===== config.mk =====
export PLATFORM = sky130hd
export DESIGN_NAME = lsu_mem_stage_flat
export DESIGN_NICKNAME = d
export VERILOG_FILES = /design/src/rtl/lsu_mem_stage_if.sv /design/src/rtl/lsu_mem_stage.sv /design/src/flat_wrapper.sv
export SDC_FILE = /design/constraint.sdc
export NUM_CORES = 1
export LEC_CHECK = 0
export CAP_MARGIN = 10
export CELL_PAD_IN_SITES_DETAIL_PLACEMENT = 0
export CELL_PAD_IN_SITES_GLOBAL_PLACEMENT = 1
export CORE_UTILIZATION = 30
export DETAILED_ROUTE_END_ITERATION = 7
export PLACE_DENSITY_LB_ADDON = 0.15
export SETUP_SLACK_MARGIN = 0.15
export SKIP_CTS_REPAIR_TIMING = 1
export SYNTH_ARGS = -nofsm -noshare
export SYNTH_HDL_FRONTEND = slang
export SYNTH_SLANG_ARGS = --single-unit

===== constraint.sdc =====
create_clock -name clk -period 4.35 [get_ports clk]
set_clock_uncertainty 0.05 [all_clocks]
set_input_delay 0.87 -clock clk [delete_from_list [all_inputs] [get_ports clk]]
set_output_delay 0.87 -clock clk [all_outputs]
set_load 0.005 [all_outputs]

===== src/rtl/lsu_mem_stage_if.sv =====
// rtl/lsu_mem_stage_if.sv - single-port data-memory bus between the LSU stage and memory
interface lsu_mem_stage_if #(
    parameter int D_WIDTH = 32
);
    logic               mem_req;
    logic               mem_we;
    logic [D_WIDTH-1:0] mem_addr;
    logic [D_WIDTH-1:0] mem_wdata;
    logic [3:0]         mem_be;
    logic               mem_ready;
    logic [D_WIDTH-1:0] mem_rdata;

    modport master (
        output mem_req,
        output mem_we,
        output mem_addr,
        output mem_wdata,
        output mem_be,
        input  mem_ready,
        input  mem_rdata
    );

    modport slave (
        input  mem_req,
        input  mem_we,
        input  mem_addr,
        input  mem_wdata,
        input  mem_be,
        output mem_ready,
        output mem_rdata
    );
endinterface


===== src/rtl/lsu_mem_stage.sv =====
// rtl/lsu_mem_stage.sv - LSU memory stage with lane steering and load extension; LSU_MISALIGN_TRAP_EN traps misaligned accesses
module lsu_mem_stage #(
    parameter int D_WIDTH = 32,
    parameter int RD_W    = 5
) (
    input  logic               clk,
    input  logic               rst,
    input  logic               ex_valid,
    output logic               ex_ready,
    input  logic [D_WIDTH-1:0] ex_alu_result,
    input  logic [D_WIDTH-1:0] ex_store_data,
    input  logic [2:0]         ex_funct3,
    input  logic               ex_mem_read,
    input  logic               ex_mem_write,
    input  logic [RD_W-1:0]    ex_rd,
    input  logic               ex_reg_write,
    lsu_mem_stage_if.master    bus,
    output logic               wb_valid,
    output logic [RD_W-1:0]    wb_rd,
    output logic               wb_reg_write,
    output logic [D_WIDTH-1:0] wb_data,
    output logic               misalign_err
);

    typedef enum logic [1:0] {
        S_IDLE   = 2'd0,
        S_ACCESS = 2'd1,
        S_DONE   = 2'd2
    } state_t;

    state_t             state_q, state_d;
    logic [D_WIDTH-1:0] addr_q, addr_d;
    logic [D_WIDTH-1:0] sdata_q, sdata_d;
    logic [2:0]         funct3_q, funct3_d;
    logic [RD_W-1:0]    rd_q, rd_d;
    logic               reg_write_q, reg_write_d;
    logic               we_q, we_d;

    logic               wb_valid_q, wb_valid_d;
    logic               wb_reg_write_q, wb_reg_write_d;
    logic [RD_W-1:0]    wb_rd_q, wb_rd_d;
    logic [D_WIDTH-1:0] wb_data_q, wb_data_d;

    logic               ex_fire;
    logic               ex_is_mem;
    logic               ex_misaligned;
    logic               req;
    logic [1:0]         off;
    logic [3:0]         be_lanes;
    logic [D_WIDTH-1:0] wdata_lanes;
    logic [7:0]         byte_sel;
    logic [15:0]        half_sel;
    logic [D_WIDTH-1:0] load_data;

    // Accept only in IDLE, and never while reset is asserted.
    assign ex_ready  = (state_q == S_IDLE) && !rst;
    assign ex_fire   = ex_valid && ex_ready;
    // Read+write together is handled as a store (we follows ex_mem_write).
    assign ex_is_mem = ex_mem_read || ex_mem_write;
    assign off       = addr_q[1:0];

`ifdef LSU_MISALIGN_TRAP_EN
    logic misalign_q, misalign_d;

    // Halfwords need addr[0]=0; words (and the reserved size) need addr[1:0]=00.
    always_comb begin
        ex_misaligned = 1'b0;
        if (ex_funct3[1:0] == 2'b01) begin
            ex_misaligned = ex_alu_result[0];
        end else if (ex_funct3[1]) begin
            ex_misaligned = |ex_alu_result[1:0];
        end
    end

    assign misalign_err = misalign_q;
`else
    assign ex_misaligned = 1'b0;
    assign misalign_err  = 1'b0;
`endif

    // Next-state and latch control for the IDLE/ACCESS/DONE sequence.
    always_comb begin
        state_d        = state_q;
        addr_d         = addr_q;
        sdata_d        = sdata_q;
        funct3_d       = funct3_q;
        rd_d           = rd_q;
        reg_write_d    = reg_write_q;
        we_d           = we_q;
        wb_valid_d     = 1'b0;
        wb_reg_write_d = 1'b0;
        wb_rd_d        = wb_rd_q;
        wb_data_d      = wb_data_q;
`ifdef LSU_MISALIGN_TRAP_EN
        misalign_d     = 1'b0;
`endif
        case (state_q)
            S_IDLE: begin
                if (ex_fire) begin
                    if (!ex_is_mem) begin
                        wb_valid_d     = 1'b1;
                        wb_reg_write_d = ex_reg_write;
                        wb_rd_d        = ex_rd;
                        wb_data_d      = ex_alu_result;
                    end else if (ex_misaligned) begin
                        // Trap: skip the bus, report the faulting address.
                        state_d    = S_DONE;
                        wb_valid_d = 1'b1;
                        wb_rd_d    = ex_rd;
                        wb_data_d  = ex_alu_result;
`ifdef LSU_MISALIGN_TRAP_EN
                        misalign_d = 1'b1;
`endif
                    end else begin
                        state_d     = S_ACCESS;
                        addr_d      = ex_alu_result;
                        sdata_d     = ex_store_data;
                        funct3_d    = ex_funct3;
                        rd_d        = ex_rd;
                        reg_write_d = ex_reg_write;
                        we_d        = ex_mem_write;
                    end
                end
            end
            S_ACCESS: begin
                if (bus.mem_ready) begin
                    state_d        = S_DONE;
                    wb_valid_d     = 1'b1;
                    wb_rd_d        = rd_q;
                    wb_reg_write_d = reg_write_q && !we_q;
                    if (!we_q) begin
                        wb_data_d = load_data;
                    end
                end
            end
            S_DONE: begin
                state_d = S_IDLE;
            end
            default: begin
                state_d = S_IDLE;
            end
        endcase
    end

    // Store byte enables and lane-replicated write data from the latched op.
    always_comb begin
        be_lanes    = 4'b1111;
        wdata_lanes = sdata_q;
        case (funct3_q[1:0])
            2'b00: begin
                be_lanes    = 4'b0001 << off;
                wdata_lanes = {4{sdata_q[7:0]}};
            end
            2'b01: begin
                be_lanes    = 4'b0011 << {off[1], 1'b0};
                wdata_lanes = {2{sdata_q[15:0]}};
            end
            default: begin
                be_lanes    = 4'b1111;
                wdata_lanes = sdata_q;
            end
        endcase
    end

    // Lane select and sign/zero extension of read data; halfwords use off[1] only.
    always_comb begin
        case (off)
            2'b00:   byte_sel = bus.mem_rdata[7:0];
            2'b01:   byte_sel = bus.mem_rdata[15:8];
            2'b10:   byte_sel = bus.mem_rdata[23:16];
            default: byte_sel = bus.mem_rdata[31:24];
        endcase
        half_sel = off[1] ? bus.mem_rdata[31:16] : bus.mem_rdata[15:0];
        case (funct3_q[1:0])
            2'b00:   load_data = {{(D_WIDTH-8){byte_sel[7] & ~funct3_q[2]}}, byte_sel};
            2'b01:   load_data = {{(D_WIDTH-16){half_sel[15] & ~funct3_q[2]}}, half_sel};
            default: load_data = bus.mem_rdata;
        endcase
    end

    // Bus is driven only in ACCESS; everything reads 0 otherwise, including during reset.
    assign req           = (state_q == S_ACCESS);
    assign bus.mem_req   = req;
    assign bus.mem_we    = req && we_q;
    assign bus.mem_addr  = req ? {addr_q[D_WIDTH-1:2], 2'b00} : '0;
    assign bus.mem_be    = req ? be_lanes : 4'b0000;
    assign bus.mem_wdata = req ? wdata_lanes : '0;

    assign wb_valid     = wb_valid_q;
    assign wb_reg_write = wb_reg_write_q;
    assign wb_rd        = wb_rd_q;
    assign wb_data      = wb_data_q;

    // State and data registers; reset abandons any in-flight access.
    always_ff @(posedge clk or posedge rst) begin
        if (rst) begin
            state_q        <= S_IDLE;
            addr_q         <= '0;
            sdata_q        <= '0;
            funct3_q       <= '0;
            rd_q           <= '0;
            reg_write_q    <= 1'b0;
            we_q           <= 1'b0;
            wb_valid_q     <= 1'b0;
            wb_reg_write_q <= 1'b0;
            wb_rd_q        <= '0;
            wb_data_q      <= '0;
`ifdef LSU_MISALIGN_TRAP_EN
            misalign_q     <= 1'b0;
`endif
        end else begin
            state_q        <= state_d;
            addr_q         <= addr_d;
            sdata_q        <= sdata_d;
            funct3_q       <= funct3_d;
            rd_q           <= rd_d;
            reg_write_q    <= reg_write_d;
            we_q           <= we_d;
            wb_valid_q     <= wb_valid_d;
            wb_reg_write_q <= wb_reg_write_d;
            wb_rd_q        <= wb_rd_d;
            wb_data_q      <= wb_data_d;
`ifdef LSU_MISALIGN_TRAP_EN
            misalign_q     <= misalign_d;
`endif
        end
    end

endmodule


===== src/flat_wrapper.sv =====
// flat-port wrapper written by rule: the top's interface ports become plain ports
module lsu_mem_stage_flat 
#(
    parameter int D_WIDTH = 32,
    parameter int RD_W    = 5
)
  (clk, rst, ex_valid, ex_ready, ex_alu_result, ex_store_data, ex_funct3, ex_mem_read, ex_mem_write, ex_rd, ex_reg_write, wb_valid, wb_rd, wb_reg_write, wb_data, misalign_err, bus_mem_req, bus_mem_we, bus_mem_addr, bus_mem_wdata, bus_mem_be, bus_mem_ready, bus_mem_rdata);
  lsu_mem_stage_if #(.D_WIDTH(D_WIDTH)) bus_i ();
  input  logic clk;
  input  logic rst;
  input  logic ex_valid;
  output logic ex_ready;
  input  logic [D_WIDTH-1:0] ex_alu_result;
  input  logic [D_WIDTH-1:0] ex_store_data;
  input  logic [2:0] ex_funct3;
  input  logic ex_mem_read;
  input  logic ex_mem_write;
  input  logic [RD_W-1:0] ex_rd;
  input  logic ex_reg_write;
  output logic wb_valid;
  output logic [RD_W-1:0] wb_rd;
  output logic wb_reg_write;
  output logic [D_WIDTH-1:0] wb_data;
  output logic misalign_err;
  output wire logic [$bits(bus_i.mem_req)-1:0] bus_mem_req;
  output wire logic [$bits(bus_i.mem_we)-1:0] bus_mem_we;
  output wire logic [$bits(bus_i.mem_addr)-1:0] bus_mem_addr;
  output wire logic [$bits(bus_i.mem_wdata)-1:0] bus_mem_wdata;
  output wire logic [$bits(bus_i.mem_be)-1:0] bus_mem_be;
  input wire logic [$bits(bus_i.mem_ready)-1:0] bus_mem_ready;
  input wire logic [$bits(bus_i.mem_rdata)-1:0] bus_mem_rdata;
  assign bus_mem_req = bus_i.mem_req;
  assign bus_mem_we = bus_i.mem_we;
  assign bus_mem_addr = bus_i.mem_addr;
  assign bus_mem_wdata = bus_i.mem_wdata;
  assign bus_mem_be = bus_i.mem_be;
  assign bus_i.mem_ready = bus_mem_ready;
  assign bus_i.mem_rdata = bus_mem_rdata;
  lsu_mem_stage #(.D_WIDTH(D_WIDTH), .RD_W(RD_W)) u_core (.clk(clk), .rst(rst), .ex_valid(ex_valid), .ex_ready(ex_ready), .ex_alu_result(ex_alu_result), .ex_store_data(ex_store_data), .ex_funct3(ex_funct3), .ex_mem_read(ex_mem_read), .ex_mem_write(ex_mem_write), .ex_rd(ex_rd), .ex_reg_write(ex_reg_write), .bus(bus_i), .wb_valid(wb_valid), .wb_rd(wb_rd), .wb_reg_write(wb_reg_write), .wb_data(wb_data), .misalign_err(misalign_err));
endmodule

==> results.toml, run 1 <==
[clock_network]
clock_sink_count = 115
clkTransAtPathRegs_ns = 0.06
cts_buffers = 17
htree_num_levels = 4
cts-root-buf = "clkbuf_16"
cts_tree = "done"
worstSkewPairLatency_ns = 0.42
clockBufferDepth = 2

[layout]
nFillCells = 1895
drive_above_1_share = 0.136
area_growth_pct = 48.8
antenna_cells = 0
fin_nets = 882

[global_route]
grt_antenna_before_repair = 1
grt_max_degree = 64
grt_usage = 0.200
grt_pass1_wl_mm = 31.0
overflow = 0
grt_pass1_vias = 5419

[power]
p_seq_frac = 0.368
internal_power_mw = 3.22
p_per_area_mw_per_mm2 = 515
ir_worst_vdd_mv = 0.289
p_leak_nw = 3.59
netSwitchingPower_mw = 1.43
switching_share = 0.308
p_comb_frac = 0.333
p_clk_frac = 0.299

[floorplanning]
io_pins = 222
die_h_um = 144
start_util = 0.309
fp-row-count = 51
die_area_mm2 = 0.0208
die_x_um = 144
core_area_mm2 = 0.0197

[timing]
setup_tns_ns = 0
fin_crit_sh = 0.865
tightest_slew_ns = 1.24
clock.fmax_ghz = 0.266
rsz0062_at_grt = "no"
setup_viol = 0
min_period_ns = 3.76
hold_viol_final = 0
slew_violations = 0
slew_headroom = 0.170
finalWorstSetupSlack_ns = 0.588

[worst_setup_path]
worst-setup-path-type = "register to output pin"
cp-end-kind = "output pin"
crit_required_ns = 3.43
cp_max_fo = 16
worstPathArrival_ns = 2.84
start_kind = "register"

[synthesis]
synthCells = 573
yosys_most_used_dff = "dfrtp_1"
synth_edf_count = 0
yosysTopAreaCell = "dfrtp_1"
yosysTopAreaCellShare = 0.474
synth_common_cells = "115 x dfrtp_1, 61 x a21oi_1, 55 x mux2_2"
synthDistinctLibCells = 44
yosysWarnings = 0
synth_area_mm2 = 0.00607
syn_avg_cell_area_um2 = 10.6
ys_top_cells_by_area = "dfrtp_1 47%, mux2_2 10%, a21oi_1 5.0%, mux2_1 4.3%, and2_1 4.1%"
ys_seq_area_frac = 0.474
synth_most_common_cell = "dfrtp_1"
async_flop_share = 1.00
ys_seq_elements = 115

[place]
pre_cts_slack_ns = 0.978
gp_congestion = 0.874
dpl.hpwl_mm = 14.5
port_buffers = 218

[flow_run]
drv_cap = 0

[drt]
route.detailed.drc = 0
wl_per_cell_um = 19.5
drtIter0Drc = 253
wirelength_mm = 20.5
dr.pass1.iters = 5
vias_per_cell = 5.10
vias = 5353
drtAntennaViolNets = 0

[status]
status = "finished clean"

[min_path]
hold_class = "register to register"
[per-stage QoR]
step | area (um^2) | power, mW | cells | util | hold WS [ns]
after floorplan | 6080 | 2.42 | 575 | - | 0.399
after global placement | 8460 | 3.25 | 1017 | 0.430 | 0.410
after detailed placement | 8460 | 3.28 | 1017 | 0.430 | 0.417
after CTS | 9030 | 4.71 | 1049 | 0.460 | 0.428
after global routing | 9030 | 4.92 | 1049 | 0.460 | 0.442
final | 9030 | 4.65 | 1049 | 0.460 | 0.424
[worst paths after layout]
path	slack [ns]	startpoint	cells after the start	end
worst min register to register	0.42	u_core.addr_q[15]	1	u_core.addr_q[15]
worst min-delay path	0.42	u_core.addr_q[15]	1	u_core.addr_q[15]
worst max-delay path	0.59	u_core.addr_q[1]	3	bus_mem_be[1]
min in group asynchronous	0.93	rst	2	u_core.addr_q[23]
max in group asynchronous	2.54	rst	3	u_core.addr_q[31]
worst max register to register	1.75	u_core.addr_q[1]	4	u_core.wb_data[6]
[cell usage in the layout, fill, tap and decap left out, types with 2 or more instances in the layout]
cell	netlist	layout
a32oi_1	6	6
a22o_1	17	17
clkdlybuf4s50_1	0	218
clkbuf_16	0	17
buf_4	8	9
clkbuf_1	14	4
mux2_1	23	23
clkinv_2	0	6
inv_1	11	10
a221oi_1	7	7
nor3_1	2	2
conb_1	1	3
buf_12	0	3
and2_1	40	40
nor2_1	43	42
a21oi_1	61	60
bufinv_16	0	3
mux2_2	55	55
dfrtp_1	115	114
mux2i_1	23	23
o21ai_0	36	36
nand4b_1	23	23
nand2_1	28	28
o211ai_1	6	6
[final cells by class]
type	count	area [um^2]	share of cell area
tap	265	332	0.0367
clock inverter	11	136	0.0151
multi-input combinational	395	2890	0.320
inverter	12	50.0	0.00554
sequential	115	2880	0.319
timing repair buffer	230	2310	0.256
clock buffer	21	440	0.0487
[power by group through the flow]
stage,combinational (mW),clock [mW],sequential [mW]
6_report,1.55,1.39,1.71
5_1_grt,1.69,1.47,1.76
4_1_cts,1.57,1.42,1.71
3_5_place_dp,1.56,0,1.72
3_3_place_gp,1.54,0,1.71
2_1_floorplan,0.810,0,1.61
[per-layer routing]
metal / track usage / wire length [um] / up-vias / share of wire
met5: 0 / 13 / - / 0.00063
met4: 0.0648 / 320 / 2 / 0.016
met3: 0.0629 / 1640 / 25 / 0.080
met2: 0.310 / 9440 / 210 / 0.46
met1: 0.262 / 9080 / 2660 / 0.44
li1: - / - / 2456 / -
[sequential cells by signal, summed over array words and instances, names as in the netlist]
register	cells
u_core.addr_q	32
u_core.funct3_q	3
u_core.rd_q	5
u_core.reg_write_q	1
u_core.sdata_q	32
u_core.state_q	2
u_core.wb_data	32
u_core.wb_rd	5
u_core.wb_reg_write	1
u_core.wb_valid	1
u_core.we_q	1
[critical path: stages, from the launching register on]
cell and delay (ns):
dfrtp_1 0.75, nor2b_1 1.05, nor3_1 0.10, clkdlybuf4s50_1 0.53
[cell families (layout without fill, tap and decap cells)]
group           Yosys count  after routing  share of synthesized area
mux                     101            101                      0.183
compound gates          144            144                      0.151
other cells               1              3                   0.000618
simple gates            147            147                      0.136
buf+inv                  65            274                     0.0554
flops                   115            115                      0.474
No activity file was read; power rests on OpenSTA's default activity.
==> inputs of run 2 (changes only) <==
==> constraint.sdc (replaced) <==
create_clock -name clk -period 4.35 [get_ports clk]
set_clock_uncertainty 0.05 [all_clocks]
set_input_delay 0.6525 -clock clk [delete_from_list [all_inputs] [get_ports clk]]
set_output_delay 0.6525 -clock clk [all_outputs]
set_load 0.005 [all_outputs]
==> run 2 against run 1 <==
Compared with the run above: worst setup slack improved by 0.31 ns; sequential power is essentially flat; largest power group unchanged; largest cell class unchanged; hold slack is essentially flat; fmax rose by 8.9%; sequential share of layout area stayed put; critical endpoint unchanged; global-route usage down 0.18 points; sequential cell count did not move; via count fell by 2.4%; clock-buffer cell count shrank 2; non-clock buffer count is 3 lower; final area unchanged; die area stayed put.
==> results.toml, run 2 (same netlist as run 1, synthesis figures left out) <==
[floorplanning]
start_util = 0.309
die_h_um = 144
core_area_mm2 = 0.0197
fp-row-count = 51
die_x_um = 144
die_area_mm2 = 0.0208
io_pins = 222

[drt]
route.detailed.drc = 0
dr.pass1.iters = 5
drtIter0Drc = 277
wl_per_cell_um = 19.0
vias_per_cell = 5.00
wirelength_mm = 19.9
drtAntennaViolNets = 0
vias = 5226

[layout]
drive_above_1_share = 0.138
final_common_cell = "clkdlybuf4s50_1"
fin_nets = 879
layout.cells.non_filler = 1046
antenna_cells = 0
area_growth_pct = 48.8
final_cell_mix = "218 x clkdlybuf4s50_1, 114 x dfrtp_1, 60 x a21oi_1"
stdcell_area_mm2 = 0.00903
final_core_util = 0.460

[power]
ir_worst_vdd_mv = 0.283
p_leak_nw = 3.58
p_per_area_mw_per_mm2 = 518

[worst_setup_path]
r2r_end = "u_core.wb_data[26]"
rr_worst_depth = 5
r2r_start = "u_core.funct3_q[1]"
r2r_slack_ns = 1.79
crit_required_ns = 3.65
slowest_stage = "nor2b_1"
cp_slowest_stage_delay_ns = 0.99
crit_chain = "nor2b_1 > nor3_1 > clkdlybuf4s50_1"
worst-setup-path-type = "register to output pin"
worstPathArrival_ns = 2.75
start_kind = "register"
cp_max_fo = 16
cp-end-kind = "output pin"

[timing]
min_period_ns = 3.45
setup_tns_ns = 0
slew_violations = 0
fin_crit_sh = 0.794
slew_headroom = 0.218
hold_viol_final = 0
setup_viol = 0
tightest_slew_ns = 1.17
rsz0062_at_grt = "no"
clock.fmax_ghz = 0.290

[global_route]
grt_pass1_wl_mm = 30.7
grt_pass1_vias = 5372
grt_antenna_before_repair = 0
overflow = 0
grt_max_degree = 111
grt_usage = 0.198

[place]
numPlacedInstances = 1014
gp_congestion = 0.810
dpl-instance-area_mm2 = 0.00842
port_buffers = 218
dpl.hpwl_mm = 14.0

[clock_network]
worstSkewPairLatency_ns = 0.41
cts_buffers = 17
clock_sink_count = 115
clkTransAtPathRegs_ns = 0.05
cts-root-buf = "clkbuf_16"
cts_tree = "done"
htree_num_levels = 4
clockBufferDepth = 2

[min_path]
holdPathEnd = "u_core.addr_q[22]"
hold_class = "register to register"
hold_start = "u_core.addr_q[22]"
min_path_cells = 1

[flow_run]
drv_cap = 0

[status]
status = "finished clean"
-- run 2: where the power goes --
part	switching [mW]	internal (mW)	total (mW)
sequential	0.276	1.42	1.70
combinational	0.648	0.894	1.54
clock	0.505	0.928	1.43
total	1.43	3.25	4.68
-- run 2: layout make-up --
type / count / area (um^2)
Fill cell: 1900 / 10600
Multi-Input combinational cell: 395 / 2890
Sequential cell: 115 / 2880
Timing Repair Buffer: 227 / 2270
Clock buffer: 19 / 453
Tap cell: 265 / 332
Clock inverter: 13 / 159
Inverter: 12 / 50.0
-- run 2: per-layer routing --
metal	vias up	share of wire	global-route usage
li1	2445	-	-
met1	2561	0.45	0.264
met2	203	0.45	0.298
met3	17	0.089	0.0695
met4	0	0.015	0.0598
met5	-	0	0
-- run 2: worst max-delay path: cells and delay by family (launching register included) --
family                 cells  cell delay [ns]
AND/OR/NAND/NOR            2             1.11
flip-flops                 1             0.71
buffers and inverters      1             0.53
-- run 2: how the worst max path moves through the flow --
stage / from / endpoint / slack, ns / depth (start not counted)
finish: u_core.addr_q[1] / bus_mem_be[1] / 0.90 / 3
global route: u_core.addr_q[1] / bus_mem_be[1] / 0.73 / 3
CTS: u_core.addr_q[1] / bus_mem_be[1] / 0.86 / 3
detailed placement: u_core.addr_q[1] / bus_mem_be[1] / 1.32 / 3
global placement: u_core.addr_q[1] / bus_mem_be[1] / 1.34 / 3
floorplan: rst / u_core.addr_q[0] / 0.60 / 1
-- run 2: stage by stage --
stage          hold slack [ns]  power [mW]  setup WS, ns
3_5_place_dp             0.418        3.27          1.32
2_1_floorplan            0.399        2.42         0.603
3_3_place_gp             0.411        3.24          1.34
6_report                 0.424        4.68         0.897
5_1_grt                  0.448        4.97         0.732
4_1_cts                  0.430        4.74         0.863
==> inputs of run 3 (changes only) <==
==> constraint.sdc (replaced) <==
create_clock -name clk -period 3.4 [get_ports clk]
set_clock_uncertainty 0.05 [all_clocks]
set_input_delay 0.51 -clock clk [delete_from_list [all_inputs] [get_ports clk]]
set_output_delay 0.51 -clock clk [all_outputs]
set_load 0.005 [all_outputs]
==> run 3 against run 2 <==
Compared with the run above: routed wire length about the same; sequential cell count unchanged; clock power increased by 27%; non-clock buffer count increased by 4; final cell count unchanged; sequential share of layout area decreased by 0.16 points; utilization increased by 0.23 points; hold slack got worse by 0.0014 ns; die area unchanged; register-to-register slack got worse by 0.74 ns; final area increased by 0.50%; critical path type unchanged; critical endpoint is now bus_mem_wdata[8].
==> results.toml, run 3 (same netlist as run 1, synthesis figures left out) <==
[status]
status = "finished clean"

[layout]
layout.cells.non_filler = 1046
multi_input_area_mm2 = 0.00289
nFillCells = 1857
fin_nets = 883
antenna_cells = 0
area_growth_pct = 49.5
seqCellArea_mm2 = 0.00288
final_cell_mix = "218 x clkdlybuf4s50_1, 114 x dfrtp_1, 60 x a21oi_1"
final_common_cell = "clkdlybuf4s50_1"
drive_above_1_share = 0.140

[drt]
wl_per_cell_um = 19.0
dr.pass1.iters = 4
vias_per_cell = 4.99
wirelength_mm = 19.9
route.detailed.drc = 0
drtAntennaViolNets = 0
drtIter0Drc = 276
vias = 5219

[clock_network]
clockBufferDepth = 2
clkTransAtPathRegs_ns = 0.05
cts_tree = "done"
cts-root-buf = "clkbuf_16"
worstSkewPairLatency_ns = 0.41
clock_sink_count = 115
htree_num_levels = 4
cts_buffers = 17

[worst_setup_path]
worst-setup-path-type = "register to output pin"
r2r_slack_ns = 1.05
cp_max_fo = 15
cp-end-kind = "output pin"
crit_required_ns = 2.84
worstPathArrival_ns = 2.45
r2r_start = "u_core.funct3_q[0]"
r2r_end = "u_core.wb_data[16]"
start_kind = "register"
rr_worst_depth = 4

[timing]
tightest_slew_ns = 0.990
hold_viol_final = 0
holdWs_ns = 0.423
slew_headroom = 0.339
slew_violations = 0
rsz0062_at_grt = "no"
setup_viol = 0
finalWorstSetupSlack_ns = 0.386
fin_crit_sh = 0.887
clock.fmax_ghz = 0.332
min_period_ns = 3.01
setup_tns_ns = 0

[global_route]
grt_pass1_vias = 5250
overflow = 0
grt_max_degree = 61
grt_pass1_wl_mm = 30.0
grt_antenna_before_repair = 0
grt_usage = 0.194

[floorplanning]
fp-row-count = 51
die_h_um = 144
start_util = 0.309
core_area_mm2 = 0.0197
die_area_mm2 = 0.0208
io_pins = 222
die_x_um = 144

[power]
power_mw = 5.99
p_per_area_mw_per_mm2 = 659
ir_worst_vdd_mv = 0.359
p_leak_nw = 3.61

[place]
gp_congestion = 0.830
dpl.hpwl_mm = 14.4
pre_cts_slack_ns = 0.497
port_buffers = 218
numPlacedInstances = 1018

[min_path]
min_path_cells = 1
hold_class = "register to register"
hold_start = "u_core.addr_q[7]"
holdPathEnd = "u_core.addr_q[7]"

[flow_run]
drv_cap = 0
run 3: changes by cell type in the layout (fill, tap and decap cells not counted), sizes merged:
cell / change
buf: +4
clkinv: -5
clkbuf: +4
inv: -1
clkinvlp: -2
run 3: how the worst max path moves through the flow:
stage / slack, ns / end / start / cells after the start
global placement: 0.56 / u_core.sdata_q[9] / rst / 5
CTS: 0.11 / bus_mem_be[1] / u_core.addr_q[1] / 3
floorplan: 1.44 / u_core.addr_q[0] / rst / 1
finish: 0.39 / bus_mem_wdata[8] / u_core.funct3_q[0] / 5
global route: 0.27 / bus_mem_be[1] / u_core.funct3_q[0] / 4
detailed placement: 0.50 / u_core.sdata_q[15] / rst / 5
run 3: layout make-up:
class	instances	share of cell area
clock inverters	5	0.0110
well taps	265	0.0365
flip-flops and latches	115	0.317
inverters	12	0.00537
repair buffers	231	0.257
clock buffers	23	0.0548
multi-input cells	395	0.319
run 3: stage by stage:
step	instance area, um^2	utilization
6_report	9080	0.462
4_1_cts	9070	0.462
3_3_place_gp	8480	0.431
5_1_grt	9080	0.462
3_5_place_dp	8480	0.431
2_1_floorplan	6080	-
run 3: metal layers:
layer,global-route usage,part of all wire,vias up
met3,0.0672,0.084,17
met2,0.305,0.47,189
met4,0.0537,0.012,0
li1,-,-,2444
met1,0.253,0.43,2569
met5,0,0,-
run 3: critical path, stage by stage (launching register included):
cell and delay (ns):
dfrtp_1 0.54, buf_4 0.29, nor2_2 0.35, nand2_1 0.09, a21oi_1 0.23, clkdlybuf4s50_1 0.55
run 3: power by group:
part | switching, mW | total (mW) | internal, mW
registers | 0.313 | 2.14 | 1.82
logic | 0.867 | 2.03 | 1.16
clock network | 0.594 | 1.82 | 1.23
total | 1.77 | 5.99 | 4.21
==> variant (flow settings as in run 2) <==
Add a define of `LSU_MISALIGN_TRAP_EN`.
--- a/src/rtl/lsu_mem_stage.sv
+++ b/src/rtl/lsu_mem_stage.sv
@@ -1,4 +1,6 @@
 // rtl/lsu_mem_stage.sv - LSU memory stage with lane steering and load extension; LSU_MISALIGN_TRAP_EN traps misaligned accesses
+`define LSU_MISALIGN_TRAP_EN
+
 module lsu_mem_stage #(
     parameter int D_WIDTH = 32,
     parameter int RD_W    = 5
Formal check against the unedited RTL: not equivalent (a bounded check fails within 4 cycles, from zero or initial values and one cycle with rst high).
==> variant against run 2 <==
Worst setup slack worse by 0.017 ns; wire length is 0.63% higher; final area is 2.1% higher; total power fell by 1.1%; via count grew 3.4%; sequential cell count increased by 1; synthesized area up 1.6%; utilization is 0.23 points lower; largest power group unchanged.
==> variant: results (changes against run 2) <==
[run_status]
outcome = completed

[routing]
vias = 5404  ; +3.4%
dr.pass1.iters = 4  ; -1
first_iter_violations = 249  ; -10%
wl_per_cell_um = 18.6  ; -2.1%

[grt]
grt_pass1_wl_mm = 31.8  ; +3.4%
grt_pass1_vias = 5643  ; +5.0%
grt_max_degree = 66  ; -41%

[timing]
fmax_mhz = 288  ; -0.49%
hold_ws_ns = 0.437  ; +0.0129 ns
worstMarginPinSlew_ns = 1.01  ; -0.163 ns

[cells_and_area]
num-nets-final = 902  ; +2.6%
final_cell_count_no_fill = 1075  ; +2.8%

[place]
dpl_cell_area_mm2 = 0.00860  ; +2.1%
portBuffers = 219  ; +0.46%
dp_worst_setup_slack_ns = 1.18  ; -0.143 ns
gp_congestion = 0.788  ; -2.8%
numPlacedInstances = 1041  ; +2.7%
detailed_place_hpwl_mm = 14.3  ; +2.7%

[worst_setup_path]
cpMaxStageDelayCell = o21ai_1
regToRegEndpoint = u_core.wb_data[7]$_DFFE_PP0P_
path_max_fanout = 26  ; +10
cp.arrival_ns = 2.77  ; +0.02 ns
critPathMaxStageDelay_ns = 0.67  ; -0.32 ns

[yosys]
ys_seq_area_frac = 0.470  ; -0.00354
synth-compound-area-share = 0.162  ; +0.0106
synth_commonest_cells = 116 x dfrtp_1, 81 x mux2_2, 55 x a21oi_1, 46 x nor2_1, 43 x nand2_1
synth.distinct_cells = 52  ; +18%
synthMuxAreaShare = 0.201  ; +0.0182
ys_top_cells_by_area = dfrtp_1 47%, mux2_2 15%, mux2i_1 4.9%

[power]
clkPwrFrac = 0.319  ; +0.012
leakage_nw = 3.82  ; +6.7%
switching_power_mw = 1.37  ; -4.0%
ir_drop_mv = 0.287  ; +1.6%

[min_path]
min-delay-start = u_core.wb_data[4]$_DFFE_PP0P_
hold_path_end = u_core.wb_data[4]$_DFFE_PP0P_

[variant: cell count changes in the layout (fill, tap and decap cells not counted), sizes merged, moves of 8 or more]
| cell | change |
|---|---|
| o21a | +8 |
| inv | -9 |
| nand2 | +15 |
| nand4b | -22 |
| o21ai | -15 |
[variant: area by class of cell]
class,count,area (um^2)
Sequential cell,116,2900
Clock buffer,22,464
Inverter,4,17.5
Timing Repair Buffer,230,2300
Tap cell,270,338
Clock inverter,10,155
Fill cell,1941,10900
Antenna cell,1,2.50
Multi-Input combinational cell,422,3050
[variant: routing by layer]
layer | GRT usage | share of wire
met1 | 0.248 | 0.44
met2 | 0.315 | 0.48
met3 | 0.0661 | 0.073
met4 | 0.0453 | 0.0037
met5 | 0 | 0
[variant: worst max-delay path: cells and delay by family (launching register included)]
family	cells	cell delay (ns)
AO/OA/AOI/OAI	1	0.67
AND/OR/NAND/NOR	1	0.25
flip-flops	1	0.35
buffers and inverters	2	1.08
